File: src/rtl/mod_updown_counter.sv
// ---------------------------------------------------------------------------
// mod_updown_counter
//
// Synchronous up/down modulo counter with parallel load, synchronous clear,
// wrap-or-saturate behaviour at the range ends, a combinational terminal-count
// output, a one-cycle wrap event pulse and a sticky overflow flag.
//
// The count always stays inside 0..MODULUS-1. Arithmetic is modulo MODULUS,
// not modulo 2**WIDTH.
//
// Parameters
//   WIDTH    : counter width in bits (>= 2)
//   MODULUS  : count range 0..MODULUS-1, 2 <= MODULUS <= 2**WIDTH
//   SATURATE : 0 = wrap at the range ends, 1 = hold at the range ends
//
// Ports
//   clk      : rising-edge clock
//   reset_n  : synchronous active-low reset (count/wrap/ovf -> 0)
//   clear    : synchronous clear of count and ovf
//   load     : parallel load of load_val (clamped to MODULUS-1, sets ovf)
//   load_val : value to load
//   en       : count enable
//   up       : direction, 1 = increment, 0 = decrement
//   count    : registered count
//   count_n  : bitwise complement of count
//   tc       : terminal count for the current direction (combinational)
//   wrap     : one-cycle pulse after a boundary count
//   ovf      : sticky overflow / saturation flag
//
// Update priority at each edge: reset_n=0 > clear > load > en > hold.
// ---------------------------------------------------------------------------
module mod_updown_counter #(
  parameter int WIDTH    = 4,
  parameter int MODULUS  = 16,
  parameter bit SATURATE = 1'b0
) (
  input  logic             clk,
  input  logic             reset_n,
  input  logic             clear,
  input  logic             load,
  input  logic [WIDTH-1:0] load_val,
  input  logic             en,
  input  logic             up,
  output logic [WIDTH-1:0] count,
  output logic [WIDTH-1:0] count_n,
  output logic             tc,
  output logic             wrap,
  output logic             ovf
);

  // Highest legal count value.
  localparam logic [WIDTH-1:0] LAST_VAL = WIDTH'(MODULUS - 1);
  // MODULUS may equal 2**WIDTH, so the load range compare needs one extra bit.
  localparam logic [WIDTH:0]   MOD_EXT  = (WIDTH + 1)'(MODULUS);

  logic [WIDTH-1:0] count_q, count_d;
  logic             wrap_q,  wrap_d;
  logic             ovf_q,   ovf_d;
  logic             at_end;
  logic             load_in_range;

  // Terminal value for the direction sampled this cycle.
  assign at_end        = up ? (count_q == LAST_VAL) : (count_q == '0);
  assign load_in_range = ({1'b0, load_val} < MOD_EXT);

  // Next-state logic.
  // NOTE: every variable gets a default before any branch so no path leaves
  // it unassigned; otherwise synthesis infers a latch to hold the old value.
  always_comb begin
    count_d = count_q;
    wrap_d  = 1'b0;
    ovf_d   = ovf_q;

    if (clear) begin
      count_d = '0;
      ovf_d   = 1'b0;
    end else if (load) begin
      if (load_in_range) begin
        count_d = load_val;
      end else begin
        count_d = LAST_VAL;
        ovf_d   = 1'b1;
      end
    end else if (en) begin
      if (at_end) begin
        // Boundary count: flag it, then either wrap around or hold.
        wrap_d = 1'b1;
        ovf_d  = 1'b1;
        if (SATURATE == 1'b0) begin
          count_d = up ? '0 : LAST_VAL;
        end
      end else begin
        count_d = up ? (count_q + 1'b1) : (count_q - 1'b1);
      end
    end
  end

  // State registers with synchronous active-low reset.
  // NOTE: sequential state uses non-blocking assignments so every flop
  // samples the pre-edge values, independent of statement order.
  always_ff @(posedge clk) begin
    if (!reset_n) begin
      count_q <= '0;
      wrap_q  <= 1'b0;
      ovf_q   <= 1'b0;
    end else begin
      count_q <= count_d;
      wrap_q  <= wrap_d;
      ovf_q   <= ovf_d;
    end
  end

  // tc is forced low while reset is asserted and whenever clear/load would
  // override the count on the coming edge.
  assign tc      = reset_n & en & ~clear & ~load & at_end;
  assign count   = count_q;
  assign count_n = ~count_q;
  assign wrap    = wrap_q;
  assign ovf     = ovf_q;

endmodule

File: config.mk
export PLATFORM = sky130hd
export DESIGN_NAME = mod_updown_counter
export DESIGN_NICKNAME = d
export VERILOG_FILES = /design/src/rtl/mod_updown_counter.sv
export SDC_FILE = /design/constraint.sdc
export NUM_CORES = 1
export LEC_CHECK = 0
export BUFFER_PORTS_ARGS = -buffer_cell sky130_fd_sc_hd__clkbuf_2
export CAP_MARGIN = 25
export CORE_AREA = 5 5 42 44
export CTS_CLUSTER_DIAMETER = 150
export DETAILED_ROUTE_END_ITERATION = 6
export DIE_AREA = 0 0 47 49
export PLACE_DENSITY = 0.67
export SLEW_MARGIN = 10
export SYNTH_ARGS = -nofsm -noshare
export SYNTH_HDL_FRONTEND = slang
export SYNTH_SLANG_ARGS = --single-unit
export TNS_END_PERCENT = 50
File: constraint.sdc
create_clock -name clk -period 1.5 [get_ports clk]
set_input_delay 0.15 -clock clk [delete_from_list [all_inputs] [get_ports clk]]
set_output_delay 0.15 -clock clk [all_outputs]
set_load 0.05 [all_outputs]
==> results.md <==
* Outcome: complete, but fails checks
* Failing checks: setup timing
* Final WL at about 1.1 mm
* Die height at between 40 and 50 um
* Core footprint at around 1400 um2
* Final #Nets at just under 100
* Antenna cell count at 0
* Final Core Density at about 47%
* Largest fanout on the critical path at 2
* Final Hold Fails at 0
* GR peak layer: met2
* Slew @ Worst Pin at roughly 310 ps
* Tmin final at approximately 1700 ps
* FILL cells at approximately 150
* DR pass1 iterations at 3
* DP HPWL at ~930 um
* HP Class: in -> reg
* Leak pwr at ~0.33 nW
* Synth top area cells: dfxtp_1 29%, a21oi_1 8.4%, inv_1 6.3%
* Largest net degree at the start of global routing at 10
* Distinct cells, synth at 22
* Slew Viols, Final at 0
* Total power at ~0.5 mW
* CP Data Required Time at 1350 ps
* Most used DFF post-synth: dfxtp_1
* CTS tree: done
* Die footprint at 2300 um2
* GR Util met1 at about 15%
* Reg power frac at between 30% and 40%
* Top Ports at 21
* Chip width at approximately 47 um
* Max Clock Freq at approximately 600 MHz
* Crit. End Element: output port
* Max_cap viols at 0
* Placed cells at 96
* Total number of vias at 470
* Gr usage total at approximately an eighth
* Post-synth EDFFs at 0
* GP Congestion at ~0.71
* Slew headroom at between 70% and 80%
* Critical Path AT at approximately 1500 ps
* Post-route setup TNS at -170 ps
* Clock Latency Late Sink at 250 ps
* Vias in the first global route at between 400 and 500
* CTS buffer count at 3
* Register area share after synthesis at between 20% and 30%
* Asr flop ratio synth at 0%
* ANT nets after route at 0
* Final setup fails at 1
* Clk root buf: clkbuf_4
* Pre-CTS setup slack at -61.3 ps
* Bufs on Longest Clock Path at 2
* Clock share of power at a little under a third
* Gate power share at a little over a third
* Power Internal at between 0.3 and 0.4 mW
* Sw Pwr at between 0.15 and 0.2 mW
* Buffers on Ports at 20
* Ys Warns at 0
* Crit path launch type: register
* Switching Fraction at between 30% and 40%
* Reg2reg setup slack at 0 ps
* Syn nets at 65
* Wirelength per Cell at 11.5 um
* Multi-input combinational cell area at ~290 um2
* Layout cells sized above 1 at between 50% and 60%
* Largest area contributor in the netlist: dfxtp_1
* First-pass GRT wire length at between 1.5 and 2 mm
* Drt via density at approximately 4.7
* Pwr/cell area at roughly 760 nW/um2
* Synth top area share at between 20% and 30%
* Met3 Track Usage GR at approximately 5.5%
* Mapped Cells at 52
* # DRC at 0
* H-tree depth at 1
* Sink Count at 6
* Initial antenna violation count at 0
* Reg clk slew, reported paths at around 50 ps
* Fin cells at 99
* Initial DRC count at 10
* Hold_buf cts at 0
* Starting Density at between 20% and 30%
* Met2 usage at 17.4%
* Synth Register Bits at 6
* Unrepaired setup endpoints after global routing: true
* CP Class: reg -> out
* Peak supply drop at 0.362 mV
* # rows at 14
* Layout Area Growth over Synthesis at 59.2%
* Avg Cell Area, Syn at ~8.0 um2
* Worst Skew at 4.11 ps
* Register area at roughly 130 um2
* Mapped cell area at roughly 420 um2
* GR Overflow Total at 0
* Fin crit share at 111%
* Final worst slack at -170 ps
-- Yosys cell counts (all sizes together) (2+ instances only) --
| cell type | number |
|---|---|
| and3 | 2 |
| ha | 2 |
| nor3 | 2 |
| inv | 7 |
| xnor2 | 3 |
| nand2b | 2 |
| nor2 | 8 |
| a21oi | 8 |
| o22ai | 2 |
| dfxtp | 6 |
-- cell usage in the layout (no fill, tap or decap), types with 3 or more instances in the layout --
cell type | Yosys | final
a21oi_1 | 7 | 6
nor2_4 | 1 | 3
clkbuf_2 | 0 | 19
clkbuf_4 | 0 | 3
nor2_1 | 7 | 5
inv_1 | 7 | 7
xnor2_1 | 3 | 3
buf_4 | 0 | 9
-- path summary, 6_finish.rpt --
kind / from / to / cells past startpoint
setup / recovery: count[0]$_SDFFE_PP0P_ / tc / 5
hold / removal: load_val[0] / count[0]$_SDFFE_PP0P_ / 3
setup reg to reg: count[1]$_SDFFE_PP0P_ / count[3]$_SDFFE_PP0P_ / 6
hold reg to reg: ovf$_SDFFE_PP0P_ / ovf$_SDFFE_PP0P_ / 2
-- power groups by stage --
| stage | Clock, mW | Combinational, mW | Sequential (mW) |
|---|---|---|---|
| global placement | 0 | 0.183 | 0.173 |
| CTS | 0.158 | 0.190 | 0.170 |
| detailed placement | 0 | 0.185 | 0.173 |
| floorplan | 0 | 0.0960 | 0.204 |
| finish | 0.152 | 0.185 | 0.170 |
| global route | 0.172 | 0.201 | 0.171 |
-- per-stage QoR --
stage	hold slack, ps	cell area [um2]
6_report	148	663
5_1_grt	165	663
4_1_cts	154	667
3_5_place_dp	410	628
3_3_place_gp	384	628
2_1_floorplan	291	445
-- logic make-up after synthesis --
group / count (synthesis) / share of synthesized area (%)
buf+inv: 8 / 7.51
xor+xnor: 4 / 8.41
fa+ha+maj: 3 / 10.8
simple gates: 18 / 24.6
compound gates: 13 / 19.8
flops: 6 / 28.8
-- metal layers --
layer  part of all wire (%)  up-vias
li1                       -      246
met1                     42      207
met2                     49       15
met3                    7.3        2
met4                   0.97        0
met5                      0        -
-- cell type report --
| cell class | instances | share of cell area [%] |
|---|---|---|
| tap | 16 | 3.02 |
| inverter | 7 | 3.96 |
| clock buffer | 3 | 3.40 |
| timing repair buffer | 29 | 26.8 |
| sequential | 6 | 19.6 |
| multi-input combinational | 38 | 43.2 |
-- worst max-delay path, cell delays in order (launching register included) --
cell and delay (ps):
dfxtp_4 340, or4_4 520, nor2_4 130, nor2_4 50
nor2_4 90, buf_8 150
-- registers in the layout (all words and copies together), names as in the netlist --
signal and flops:
count 4, ovf 1, wrap 1
-- timing repair --
action / CTS / global route
gates resized for setup: 2 / 2
buffers inserted: 1 / 0
endpoints found under the setup margin: 2 / 5
pin swaps: 6 / 2
Power figures use the tool's default switching activity.
